$ cat src/rtl/inertial_integrator.sv
// inertial_integrator: sensor offset removal, gyro integration and
// complementary fusion producing pitch/pitch-rate for the balance PID.
//
// Ports:
//   clk, rst_n   clock, async active-low reset
//   vld          one-cycle strobe qualifying ptch_rt_raw / AZ
//   ptch_rt_raw  signed raw gyro pitch rate
//   AZ           signed raw Z acceleration
//   ptch         signed fused pitch (integrator bits 26:11)
//   ptch_rt      signed offset-corrected pitch rate
//   ptch_vld     one-cycle strobe, ptch/ptch_rt updated last edge
//   stale        sticky stream-timeout flag, cleared on entry to RUN

package inertial_pkg;
  typedef struct packed {
    logic signed [15:0] rt;
    logic signed [15:0] az;
  } s1_t;

  typedef enum logic {
    SETTLE = 1'b0,
    RUN    = 1'b1
  } st_t;
endpackage

module inertial_integrator
  import inertial_pkg::*;
#(
  parameter logic signed [15:0] PTCH_RT_OFFSET = 16'sh0050,
  parameter logic signed [15:0] AZ_OFFSET      = 16'sh00A0,
  parameter int                 SETTLE_SMPLS   = 8,
  parameter int                 TIMEOUT_CYC    = 4096
) (
  input  logic               clk,
  input  logic               rst_n,
  input  logic               vld,
  input  logic signed [15:0] ptch_rt_raw,
  input  logic signed [15:0] AZ,
  output logic signed [15:0] ptch,
  output logic signed [15:0] ptch_rt,
  output logic               ptch_vld,
  output logic               stale
);

  localparam int SW = $clog2(SETTLE_SMPLS + 1);
  localparam int TW = $clog2(TIMEOUT_CYC + 1);

  localparam logic signed [28:0] P_MAX = 29'sd67108863;
  localparam logic signed [28:0] N_MIN = -29'sd67108864;

  function automatic logic signed [15:0] sat16(
    input logic signed [16:0] v
  );
    if (v > 17'sd32767) return 16'sh7FFF;
    else if (v < -17'sd32768) return 16'sh8000;
    else return v[15:0];
  endfunction

  s1_t                s1;
  logic               s1_vld;
  logic signed [16:0] rt_d;
  logic signed [16:0] az_d;

  st_t                state;
  st_t                state_nx;
  logic [SW-1:0]      scnt;
  logic [TW-1:0]      tcnt;

  logic signed [26:0] ptch_int;
  logic signed [15:0] s1_rt;
  logic signed [24:0] az_x;
  logic signed [24:0] prod;
  logic signed [15:0] ptch_acc;
  logic signed [28:0] sum;
  logic signed [26:0] sum_sat;

  logic               seed_upd;
  logic               run_upd;
  logic               settle_done;
  logic               tmo;

  // Stage 1: offset removal with saturation
  assign rt_d = 17'(ptch_rt_raw) - 17'(PTCH_RT_OFFSET);
  assign az_d = 17'(AZ) - 17'(AZ_OFFSET);

  always_ff @(posedge clk or negedge rst_n) begin
    if (!rst_n) begin
      s1     <= '0;
      s1_vld <= 1'b0;
    end else begin
      s1_vld <= vld;
      if (vld) begin
        s1 <= '{rt: sat16(rt_d), az: sat16(az_d)};
      end
    end
  end

  // Stage 2 datapath: accel pitch ~ az * 327 / 8192
  assign s1_rt    = s1.rt;
  assign az_x     = 25'(s1.az);
  assign prod     = az_x * 25'sd327;
  assign ptch_acc = 16'(prod >>> 13);

  assign ptch = ptch_int[26:11];

  always_comb begin
    sum = 29'(ptch_int) - 29'(s1_rt);
    if (ptch_acc > ptch) sum = sum + 29'sd1024;
    else sum = sum - 29'sd1024;
  end

  always_comb begin
    if (sum > P_MAX) sum_sat = 27'sh3FFFFFF;
    else if (sum < N_MIN) sum_sat = 27'sh4000000;
    else sum_sat = sum[26:0];
  end

  // FSM: state register
  always_ff @(posedge clk or negedge rst_n) begin
    if (!rst_n) state <= SETTLE;
    else state <= state_nx;
  end

  // FSM: next state
  always_comb begin
    state_nx = state;
    unique case (state)
      SETTLE: if (settle_done) state_nx = RUN;
      RUN:    if (tmo) state_nx = SETTLE;
      default: state_nx = SETTLE;
    endcase
  end

  // FSM: outputs / qualifiers
  always_comb begin
    seed_upd    = s1_vld && (state == SETTLE);
    run_upd     = s1_vld && (state == RUN);
    settle_done = seed_upd &&
                  (scnt == SW'(SETTLE_SMPLS - 1));
    // a vld on the would-be timeout cycle wins
    tmo         = (state == RUN) && !vld &&
                  (tcnt == TW'(TIMEOUT_CYC - 1));
  end

  // Counters and sticky stale flag
  always_ff @(posedge clk or negedge rst_n) begin
    if (!rst_n) begin
      scnt  <= '0;
      tcnt  <= '0;
      stale <= 1'b0;
    end else begin
      if (tmo) scnt <= '0;
      else if (settle_done) scnt <= '0;
      else if (seed_upd) scnt <= scnt + SW'(1);

      if (vld) tcnt <= '0;
      else if (tmo) tcnt <= '0;
      else if (state == RUN) tcnt <= tcnt + TW'(1);

      if (tmo) stale <= 1'b1;
      else if (settle_done) stale <= 1'b0;
    end
  end

  // Integrator and output registers
  always_ff @(posedge clk or negedge rst_n) begin
    if (!rst_n) begin
      ptch_int <= '0;
      ptch_rt  <= '0;
      ptch_vld <= 1'b0;
    end else begin
      ptch_vld <= run_upd;
      if (s1_vld) ptch_rt <= s1_rt;
      if (seed_upd) ptch_int <= {ptch_acc, 11'b0};
      else if (run_upd) ptch_int <= sum_sat;
    end
  end

endmodule

$ cat config.mk
export PLATFORM = sky130hd
export DESIGN_NAME = inertial_integrator
export DESIGN_NICKNAME = d
export VERILOG_FILES = /design/src/rtl/inertial_integrator.sv
export SDC_FILE = /design/constraint.sdc
export NUM_CORES = 1
export LEC_CHECK = 0
export CAP_MARGIN = 20
export CORE_ASPECT_RATIO = 1.2
export CORE_MARGIN = 1
export CORE_UTILIZATION = 40
export DETAILED_ROUTE_END_ITERATION = 10
export DONT_BUFFER_PORTS = 1
export PLACE_DENSITY_LB_ADDON = 0.05
export SLEW_MARGIN = 20
export SYNTH_ARGS = -nofsm -noshare
export SYNTH_HDL_FRONTEND = slang
export SYNTH_SLANG_ARGS = --single-unit
$ cat constraint.sdc
create_clock -name clk -period 9.8 [get_ports clk]
set_clock_uncertainty 0.05 [all_clocks]
set_input_delay 0.49 -clock clk [delete_from_list [all_inputs] [get_ports clk]]
set_output_delay 0.49 -clock clk [all_outputs]
set_load 0.05 [all_outputs]
==> results.tsv <==
stage	metric	value	unit
routing	TritonRoute pass-1 iters	5	
layout	fraction of layout instances using a drive strength above 1	0.144	
setup_path	kind of critical path	register to register	
die	Die Area	26800	um2
synth	Synth Warn #	0	
placement	quantity of I/O buffers inserted on ports	0	
routing	detailed-route wire length per cell	17.6	um
placement	pre-CTS setup slack	-397	ps
setup_path	worst r2r src	az_x[9]	
global_route	global-route usage over all layers	0.206	
timing	pin slew with the least headroom to its limit	891	ps
clock_network	Root Buffer	sky130_fd_sc_hd__clkbuf_16	
synth	number of enable flip-flop cells after synthesis	0	
setup_path	endpoint of the worst register-to-register path	ptch_int[3]	
synth	post-synth top area cell	sky130_fd_sc_hd__dfrtp_1	
global_route	largest net degree at the start of global routing	97	
timing	fin worst setup slack	486	ps
routing	DRC violation count after routing	0	
routing	post-detailed-route via-to-cell ratio	5.42	
routing	DR vias	8321	
layout	most used cells in the layout excluding fill and tap cells	175 x sky130_fd_sc_hd__inv_1, 128 x sky130_fd_sc_hd__ha_1, 94 x sky130_fd_sc_hd__dfrtp_1, 65 x sky130_fd_sc_hd__o21ai_0	
min_path	type of the most critical hold path	input port to async pin	
placement	cell count after placement	1508	
clock_network	clock transition at the registers of the reported paths	80	ps
synth	portion of synthesized cell area occupied by the leading cell type	0.230	
setup_path	endpoint required time on the critical path	10040	ps
timing	total of endpoints with negative setup slack in the final report	0	
outcome	violated checks	hold timing	
placement	Routability Congestion	0.838	
synth	dominant cells by area after synthesis	sky130_fd_sc_hd__dfrtp_1 23%, sky130_fd_sc_hd__ha_1 17%, sky130_fd_sc_hd__fa_1 8.2%	
setup_path	Critical Path Fanout Max	7	
setup_path	Worst Path Arrival	9550	ps
placement	hpwl dp	21600	um
routing	remaining number of nets flagged by the antenna check after routing	0	
layout	number of antenna diodes	0	
setup_path	startpoint class of the critical path	register	
global_route	number of global-route vias before repair	8247	
setup_path	biggest cell delay along the critical path	500	ps
synth	number of synthesized register bits	96	
clock_network	Clock Tree Buf Depth	2	
timing	top achievable clock speed	107	MHz
job	total of max-cap violations	0	
synth	synthesized netlist cell count	1180	
timing	final hold violation count	12	
synth	post-synthesis average cell area	8.86	um2
clock_network	Num CTS Buffers	9	
routing	Initial DRC Count	317	
die	initial standard-cell utilization of the core	0.408	
clock_network	CTS tree	yes	
timing	worst rel slew slack	0.402	
die	height of the chip	179	um
global_route	wire length of the first global-routing pass	42800	um
clock_network	clock sink count	96	
die	number of core rows	64	
synth	portion of the post-synthesis area used by sequential elements	0.230	
layout	area grow syn2layout	11.8	%
synth	Post-synth top flop	sky130_fd_sc_hd__dfrtp_1	
die	floorplan core area	25600	um2
global_route	GRT Residual Overflow	0	
setup_path	cell with the largest stage delay on the worst path	sky130_fd_sc_hd__or4_4	
global_route	number of antenna violations at the first check in global routing	0	
die	boundary pin count	69	
synth	Unique masters post-synth	80	
layout	Final Non-Filler Cells	1535	
clock_network	H-tree lvl count	3	
timing	final critical delay including setup and external delays	9310	ps
outcome	run status	finished with violations	
layout	number of nets in the final layout	1416	
synth	nets in the synthesized netlist	1396	
timing	max-slew violation count	0	
synth	post-synthesis cell area	10500	um2
timing	fraction of the cycle the final worst path needs	0.950	
timing	Worst Hold Slack	-20.3	ps
clock_network	Worst-Skew Late Latency	370	ps
timing	setup repair after global routing missed its margin	false	
setup_path	R2R cell count	40	
layout	Filler Cell Count	2532	
die	width of the die	150	um
setup_path	critical path endpoint category	register	
setup_path	Reg2Reg Setup Slack	490	ps
layout	Util after Layout	0.456	
routing	final routed wirelength across all metal layers	27000	um
synth	Async SR Flop Fraction	1.00	
layout	commonest non-fill, non-tap cell in the layout	sky130_fd_sc_hd__inv_1	
-- metal layers --
metal,vias up,wire (um),track usage
li1,4190,-,-
met1,3992,11800,0.253
met2,109,13900,0.374
met3,30,650,0.0221
met4,0,547,0.0676
met5,-,0,0
-- synthesized netlist by cell type, drive strengths merged (3+ instances only) --
cell type  count
o31ai          6
or2            8
fa            43
o2111ai        8
a211oi        12
nor3          25
o211ai        27
nor2          59
a2111o         4
a21boi         3
and4           3
a21oi         67
o21a          10
a2111oi        3
o221ai        14
inv          178
a31oi          5
mux2          20
nand2         63
xnor2         40
dfrtp         96
or4            3
or3            8
nand3         41
o22ai          5
nand2b        15
o21ai         72
a22oi         11
nor3b          3
a21o          26
ha           138
xor2          30
and2           7
o21bai         8
nor2b         10
clkbuf        19
nor4          12
nand4          9
a211o          6
buf           26
and3          10
-- how the worst max path moves through the flow --
| stage | slack, ps | depth (start not counted) | start | to |
|---|---|---|---|---|
| after CTS | 40 | 42 | az_x[7] | ptch_int[3] |
| after detailed placement | -400 | 41 | az_x[7] | ptch_int[1] |
| after global routing | 20 | 41 | az_x[9] | ptch_int[0] |
| after global placement | -260 | 41 | az_x[7] | ptch_int[10] |
| final | 490 | 40 | az_x[9] | ptch_int[3] |
| after floorplan | 80 | 41 | az_x[7] | ptch_int[10] |
-- cells by family (layout without fill, tap and decap cells) --
| kind of cell | Yosys count | in the layout | synth area share |
|---|---|---|---|
| multiplexers | 20 | 20 | 0.0215 |
| flip-flops | 96 | 96 | 0.230 |
| AO/OA/AOI/OAI | 309 | 309 | 0.217 |
| XOR/XNOR | 70 | 70 | 0.0594 |
| buffers and inverters | 223 | 248 | 0.0884 |
| adder cells (fa/ha/maj) | 181 | 181 | 0.247 |
| AND/OR/NAND/NOR | 281 | 281 | 0.136 |
-- state kept, by name (all words and copies together) (netlist names) --
signal,cells
s1_vld,1
az_x,16
ptch_rt,16
stale,1
state,1
s1_rt,16
ptch_vld,1
tcnt,13
scnt,4
ptch_int,27
-- worst max-delay path, delay by kind of cell, from the launching register on --
kind	cells	cell delay, ps
flops	1	380
xor+xnor	1	160
buf+inv	8	950
compound gates	10	1820
simple gates	13	2890
fa+ha+maj	8	2960
-- stage by stage --
| step | setup TNS (ps) | hold WS [ps] | cell area, um2 |
|---|---|---|---|
| finish | 0 | -20.3 | 11700 |
| global route | 0 | 29.1 | 11700 |
| CTS | 0 | 25.6 | 11400 |
| detailed placement | -8890 | 147 | 11000 |
| global placement | -5510 | 146 | 11000 |
| floorplan | 0 | 144 | 10500 |
-- what timing repair did --
action / CTS / global route
endpoints found under the hold margin: 96 / 0
pin swaps: 5 / 30
hold buffers: 1 / 0
setup buffers: 7 / 2
gates cloned: 0 / 1
gates resized for setup: 8 / 40
setup endpoints to repair: 26 / 26
-- area by class of cell --
type	instances	area (um2)	area share
clock buffer	9	225	0.0193
clock inverter	7	86.3	0.00738
inverter	178	668	0.0571
multi-input combinational	861	7410	0.634
sequential	96	2400	0.206
tap	330	413	0.0353
timing repair buffer	54	484	0.0414
Power is left out: the tool's default activity adds up to more than one toggle a clock period on the data nets, which glitch-free logic cannot reach.
